===== config.mk =====
export PLATFORM = sky130hd
export DESIGN_NAME = l2_arbiter
export DESIGN_NICKNAME = d
export VERILOG_FILES = /design/src/rtl/lc3b_types.sv /design/src/rtl/l2_arbiter_rr.sv /design/src/rtl/l2_arbiter.sv
export SDC_FILE = /design/constraint.sdc
export NUM_CORES = 1
export LEC_CHECK = 0
export BUFFER_PORTS_ARGS = -buffer_cell sky130_fd_sc_hd__buf_2
export CORE_AREA = 2 2 270 272
export CTS_CLUSTER_DIAMETER = 60
export CTS_CLUSTER_SIZE = 14
export DETAILED_ROUTE_END_ITERATION = 6
export DIE_AREA = 0 0 272 274
export GPL_ROUTABILITY_DRIVEN = 0
export PLACE_DENSITY_LB_ADDON = 0.3
export RECOVER_POWER = 100
export SYNTH_ARGS = -nofsm -noshare
export SYNTH_HDL_FRONTEND = slang
export SYNTH_SLANG_ARGS = --single-unit

===== constraint.sdc =====
create_clock -name clk -period 1.9 [get_ports clk]
set_input_delay 0.38 -clock clk [delete_from_list [all_inputs] [get_ports clk]]
set_output_delay 0.38 -clock clk [all_outputs]
set_load 0.1 [all_outputs]

===== src/rtl/lc3b_types.sv =====
// Shared LC-3b widths plus the L1->L2 arbiter grant and state encodings.
package lc3b_types;

   typedef logic [15:0]  lc3b_word;
   typedef logic [127:0] lc3b_block;

   // Which L1 owns (or last owned) the L2 port.
   typedef enum logic {
      ARB_I = 1'b0,
      ARB_D = 1'b1
   } arb_sel_t;

   typedef enum logic [1:0] {
      IDLE,
      SERVE_I,
      SERVE_D,
      RESPOND
   } arb_state_t;

endpackage


===== src/rtl/l2_arbiter_rr.sv =====
// Two-way round-robin pick between the I-cache and D-cache requests.
module l2_arbiter_rr
   import lc3b_types::*;
(
   input  logic     req_i,
   input  logic     req_d,
   input  arb_sel_t last_grant,
   output logic     grant_valid,
   output arb_sel_t grant_sel
);

   // A lone requester always wins; on a tie the one not served last wins.
   always_comb begin
      grant_valid = req_i | req_d;
      grant_sel   = ARB_I;
      if (req_i && req_d)
         grant_sel = (last_grant == ARB_I) ? ARB_D : ARB_I;
      else if (req_d)
         grant_sel = ARB_D;
   end

endmodule


===== src/rtl/l2_arbiter.sv =====
// Serialises I-cache and D-cache line requests onto the single L2 port.
// One transaction at a time: grant (IDLE) -> SERVE_x until L2 resp -> RESPOND.
module l2_arbiter
   import lc3b_types::*;
#(
   parameter int ADDR_WIDTH  = $bits(lc3b_word),
   parameter int BLOCK_WIDTH = $bits(lc3b_block),
   parameter int OFFSET_BITS = 4
) (
   input  logic                   clk,
   input  logic                   rst_n,
   input  logic                   icache_pmem_read,
   input  logic [ADDR_WIDTH-1:0]  icache_pmem_address,
   output logic [BLOCK_WIDTH-1:0] icache_pmem_rdata,
   output logic                   icache_pmem_resp,
   input  logic                   dcache_pmem_read,
   input  logic                   dcache_pmem_write,
   input  logic [ADDR_WIDTH-1:0]  dcache_pmem_address,
   input  logic [BLOCK_WIDTH-1:0] dcache_pmem_wdata,
   output logic [BLOCK_WIDTH-1:0] dcache_pmem_rdata,
   output logic                   dcache_pmem_resp,
   output logic                   l2arb_mem_read,
   output logic                   l2arb_mem_write,
   output logic [ADDR_WIDTH-1:0]  l2arb_mem_address,
   output logic [BLOCK_WIDTH-1:0] l2arb_mem_wdata,
   input  logic [BLOCK_WIDTH-1:0] l2arb_mem_rdata,
   input  logic                   l2arb_mem_resp
);

   localparam logic [ADDR_WIDTH-1:0] LINE_MASK =
      {{(ADDR_WIDTH-OFFSET_BITS){1'b1}}, {OFFSET_BITS{1'b0}}};

   arb_state_t             state, state_nxt;
   arb_sel_t               last_grant;
   arb_sel_t               grant_sel;
   logic                   grant_valid;
   logic                   load;
   logic                   op_write_q;
   logic [ADDR_WIDTH-1:0]  addr_q;
   logic [BLOCK_WIDTH-1:0] wdata_q;
   logic [BLOCK_WIDTH-1:0] i_rdata_q;
   logic [BLOCK_WIDTH-1:0] d_rdata_q;

   l2_arbiter_rr u_rr (
      .req_i       (icache_pmem_read),
      .req_d       (dcache_pmem_read | dcache_pmem_write),
      .last_grant  (last_grant),
      .grant_valid (grant_valid),
      .grant_sel   (grant_sel)
   );

   // State register.
   always_ff @(posedge clk or negedge rst_n) begin
      if (!rst_n) state <= IDLE;
      else        state <= state_nxt;
   end

   // Next state and handshake outputs; L2 request only while serving.
   always_comb begin
      state_nxt        = state;
      load             = 1'b0;
      l2arb_mem_read   = 1'b0;
      l2arb_mem_write  = 1'b0;
      icache_pmem_resp = 1'b0;
      dcache_pmem_resp = 1'b0;
      case (state)
         IDLE: begin
            if (grant_valid) begin
               load      = 1'b1;
               state_nxt = (grant_sel == ARB_I) ? SERVE_I : SERVE_D;
            end
         end
         SERVE_I, SERVE_D: begin
            l2arb_mem_read  = ~op_write_q;
            l2arb_mem_write = op_write_q;
            if (l2arb_mem_resp) state_nxt = RESPOND;
         end
         RESPOND: begin
            // last_grant was updated at grant time, so it names the owner.
            icache_pmem_resp = (last_grant == ARB_I);
            dcache_pmem_resp = (last_grant == ARB_D);
            state_nxt        = IDLE;
         end
         default: state_nxt = IDLE;
      endcase
   end

   // Request capture at grant, response line capture on L2 completion.
   always_ff @(posedge clk or negedge rst_n) begin
      if (!rst_n) begin
         last_grant <= ARB_D;
         op_write_q <= 1'b0;
         addr_q     <= '0;
         wdata_q    <= '0;
         i_rdata_q  <= '0;
         d_rdata_q  <= '0;
      end else begin
         if (load) begin
            last_grant <= grant_sel;
            if (grant_sel == ARB_I) begin
               addr_q     <= icache_pmem_address & LINE_MASK;
               op_write_q <= 1'b0;
            end else begin
               addr_q     <= dcache_pmem_address & LINE_MASK;
               wdata_q    <= dcache_pmem_wdata;
               // read+write together is a writeback.
               op_write_q <= dcache_pmem_write;
            end
         end
         if (l2arb_mem_resp && state == SERVE_I) i_rdata_q <= l2arb_mem_rdata;
         if (l2arb_mem_resp && state == SERVE_D) d_rdata_q <= l2arb_mem_rdata;
      end
   end

   assign l2arb_mem_address = addr_q;
   assign l2arb_mem_wdata   = wdata_q;
   assign icache_pmem_rdata = i_rdata_q;
   assign dcache_pmem_rdata = d_rdata_q;

endmodule


==> reports/summary.log <==
qor: synthesis.synth_top_area_share 64.34%
qor: synthesis.synth.yosys.seq_area_share 64.51%
qor: synthesis.ys_seq_elements 400
qor: setup_path.crit_slowest_cell dfrtp_1
qor: synthesis.mappedNetlistArea 15,520 um^2
qor: setup_path.crit_path_start_kind flip-flop
qor: floorplanning.ioPinCount 698
qor: layout.syn2layout_area_growth 41.73%
qor: timing.worstMarginPinSlew 1.494 ns
qor: timing.fmaxAchievable 0.5003 GHz
qor: setup_path.timing.critical_path.slowest_cell_delay 0.39 ns
qor: outcome.outcome complete, but fails checks
qor: setup_path.cp.required 1.52 ns
qor: run.timing.max_cap.violations 1
qor: clocking.clock_tree_from_tritoncts built
qor: layout.nNetsFinal 1,947
qor: clocking.clk_buf_depth 3
qor: timing.final_number_of_hold_violating_endpoints 0
qor: floorplanning.floorplan.die.height 274 um
qor: grt.wire_length_of_the_first_global_routing_pass 69,260 um
qor: placement.dpl.cell_count 2,552
qor: setup_path.worstPathMaxFanout 3
qor: layout.finalCoreUtilization 30.56%
qor: synthesis.synth_cell_types 23
qor: layout.fin_cells 2,631
qor: routing.drt_pre_antenna_iters 4
qor: setup_path.regToRegStartpoint state[0]
qor: routing.antenna_violating_nets_post_route 0
qor: setup_path.timing.rr.end dcache_pmem_rdata[127]
qor: routing.routed_wire_length_per_instance 18.47 um
qor: routing.detail_route.iter0.violations 351
qor: clocking.ctsRootBufferMaster clkbuf_16
qor: grt.grt_antenna_before_repair 5
qor: timing.rsz0062_at_grt yes
qor: grt.grt.overflow.total 0
qor: timing.setup_tns -0.1897 ns
qor: timing.period_needed 1.999 ns
qor: setup_path.regToRegSetupSlack 0.12 ns
qor: clocking.latest_clock_arrival_within_the_worst_skew_pair 0.56 ns
qor: setup_path.crit_path_end l2arb_mem_read
qor: timing.timing.final.setup_violations 3
qor: floorplanning.rows 99
qor: clocking.cts.clk_slew.worst_paths 0.06 ns
qor: floorplanning.floorplan.die.width 272 um
qor: routing.drt_wl_total 48,590 um
qor: setup_path.crit_type reg2out
qor: clocking.cts_buffer_count 40
qor: setup_path.crit_arrival 1.62 ns
qor: setup_path.cp_cell_sequence inv_2 -> ha_4 -> nor2b_4 -> buf_12
qor: synthesis.yosysWarnings 0
qor: setup_path.endpoint_kind output port
qor: synthesis.synth_top_cell_by_area dfrtp_1
qor: layout.fillerInstances 7,369
qor: floorplanning.initial_core_utilization 21.56%
qor: setup_path.worst_setup_path_startpoint state[1]
qor: grt.track_usage 12.03%
qor: placement.placement.setup.worst_slack 0.03508 ns
qor: routing.avgViaCountPerCell 3.938
qor: synthesis.postSynthAreaPerCell 17.24 um^2
qor: timing.layout_worst_path_cycle_share 105.2%
qor: synthesis.netlist_instances 900
qor: routing.vias 10,360
qor: synthesis.synth_area_leaders dfrtp_1 64%, mux2_2 20%, mux2_4 11%, buf_2 0.97%, mux2i_1 0.90%
qor: routing.remaining_drc_errors 0
qor: timing.worst_relative_slew_slack 0.3972%
qor: setup_path.worst-r2r-cell-count 6
qor: grt.grt_pass1_vias 11,080
qor: clocking.cts.htree.levels 2
qor: timing.clock_skew 0.01279 ns
qor: layout.final_layout_size_suffix_gt1_share 72.24%
qor: hold_path.min_path_type in2reg
qor: timing.final_critical_path_setup_slack -0.09866 ns
qor: floorplanning.fp.dieArea 74,530 um^2
qor: placement.post-dp-hpwl 36,480 um
qor: clocking.tritoncts_num_sinks 400
qor: timing.drv_slew 0
qor: floorplanning.core-area 71,970 um^2
qor: outcome.failed_checks max-capacitance violations, negative setup slack
qor: placement.io_buffers 685
qor: grt.grt_start_max_net_pins 55
-- what timing repair did --
| item | 4_1_cts | 5_1_grt |
|---|---|---|
| buffers inserted | 4 | 1 |
| pin swaps | 1 | 1 |
| cloned | 0 | 6 |
| hold buffers | 3 | 0 |
| endpoints found under the setup margin | 4 | 51 |
| hold endpoints to repair | 25 | 0 |
| resized for setup | 15 | 12 |
-- cell usage after synthesis --
cell,count
a2bb2oi_2,1
and2_1,2
nor4b_1,1
nor2b_1,2
o21ai_0,12
clkbuf_1,2
buf_6,12
mux2i_1,14
mux2_2,276
buf_2,30
a21oi_1,2
o2bb2ai_1,1
buf_4,5
mux2_4,109
nor2_1,1
nand2_1,19
nand3_1,1
conb_1,1
inv_1,3
o31ai_1,1
dfstp_2,1
dfrtp_1,399
ha_1,5
-- cell type report --
cell class                      instances  area, um^2  share of cell area [%]
Sequential cell                       400       10010                   45.51
Multi-Input combinational cell        453        5291                   24.06
Timing Repair Buffer                  750        4215                   19.16
Tap cell                              959        1200                   5.455
Clock buffer                           49        1096                   4.983
Clock inverter                         13       160.2                  0.7281
Inverter                                3       11.26                 0.05120
Antenna cell                            4       10.01                 0.04551
-- through the flow --
step                      hold WS, ns  area (um^2)
after global placement         0.3503        20460
final                         0.05314        21990
after CTS                    0.001407        21840
after floorplan               0.08441        15540
after global routing          0.01584        21990
after detailed placement       0.3541        20460
-- layout by cell type (no fill, tap or decap), drive strengths merged, types with 5 or more instances in the layout --
cell	Yosys	final
buf	47	732
ha	5	5
mux2	385	385
inv	3	8
o21ai	12	12
mux2i	14	14
nand2	19	21
clkbuf	2	64
dfrtp	399	399
-- metal layers --
| metal | wire (um) | vias to the layer above | global-route usage (%) |
|---|---|---|---|
| met1 | 18620 | 5300 | 14.19 |
| met3 | 2776 | 80 | 2.548 |
| li1 | - | 4663 | - |
| met5 | 0 | - | 0 |
| met2 | 25720 | 318 | 21.33 |
| met4 | 1469 | 0 | 4.743 |
-- flip-flops by register name (all words and copies together), names as in the netlist --
register	cells
dcache_pmem_rdata	128
icache_pmem_rdata	128
l2arb_mem_address	12
l2arb_mem_wdata	128
last_grant	1
op_write_q	1
state	2
-- critical path, delay by kind of cell (launching register included) --
kind | cells | cell delay, ns
and+or+nand+nor | 1 | 0.15
buffers and inverters | 2 | 0.25
DFF | 1 | 0.39
adders and majority gates | 1 | 0.27
-- cells by family after synthesis --
| group | Yosys count | synth area share, % |
|---|---|---|
| compound gates | 17 | 0.6531 |
| flops | 400 | 64.51 |
| buf+inv | 52 | 2.201 |
| other cells | 1 | 0.02416 |
| mux | 399 | 31.48 |
| fa+ha+maj | 5 | 0.4031 |
| simple gates | 26 | 0.7336 |
-- how the worst min path moves through the flow --
| stage | slack, ns | from | depth (start not counted) | end |
|---|---|---|---|---|
| 2_1_floorplan | 0.08 | rst_n | 0 | dcache_pmem_rdata[0] |
| 3_3_place_gp | 0.35 | rst_n | 1 | icache_pmem_rdata[65] |
| 3_5_place_dp | 0.35 | rst_n | 1 | icache_pmem_rdata[65] |
| 4_1_cts | 0.001 | dcache_pmem_wdata[106] | 2 | l2arb_mem_wdata[106] |
| 5_1_grt | 0.02 | dcache_pmem_wdata[127] | 2 | l2arb_mem_wdata[127] |
| 6_report | 0.05 | dcache_pmem_wdata[41] | 2 | l2arb_mem_wdata[41] |
Power is not shown: default switching activity piles up to over one toggle a cycle in this logic, so the estimate is an artifact.
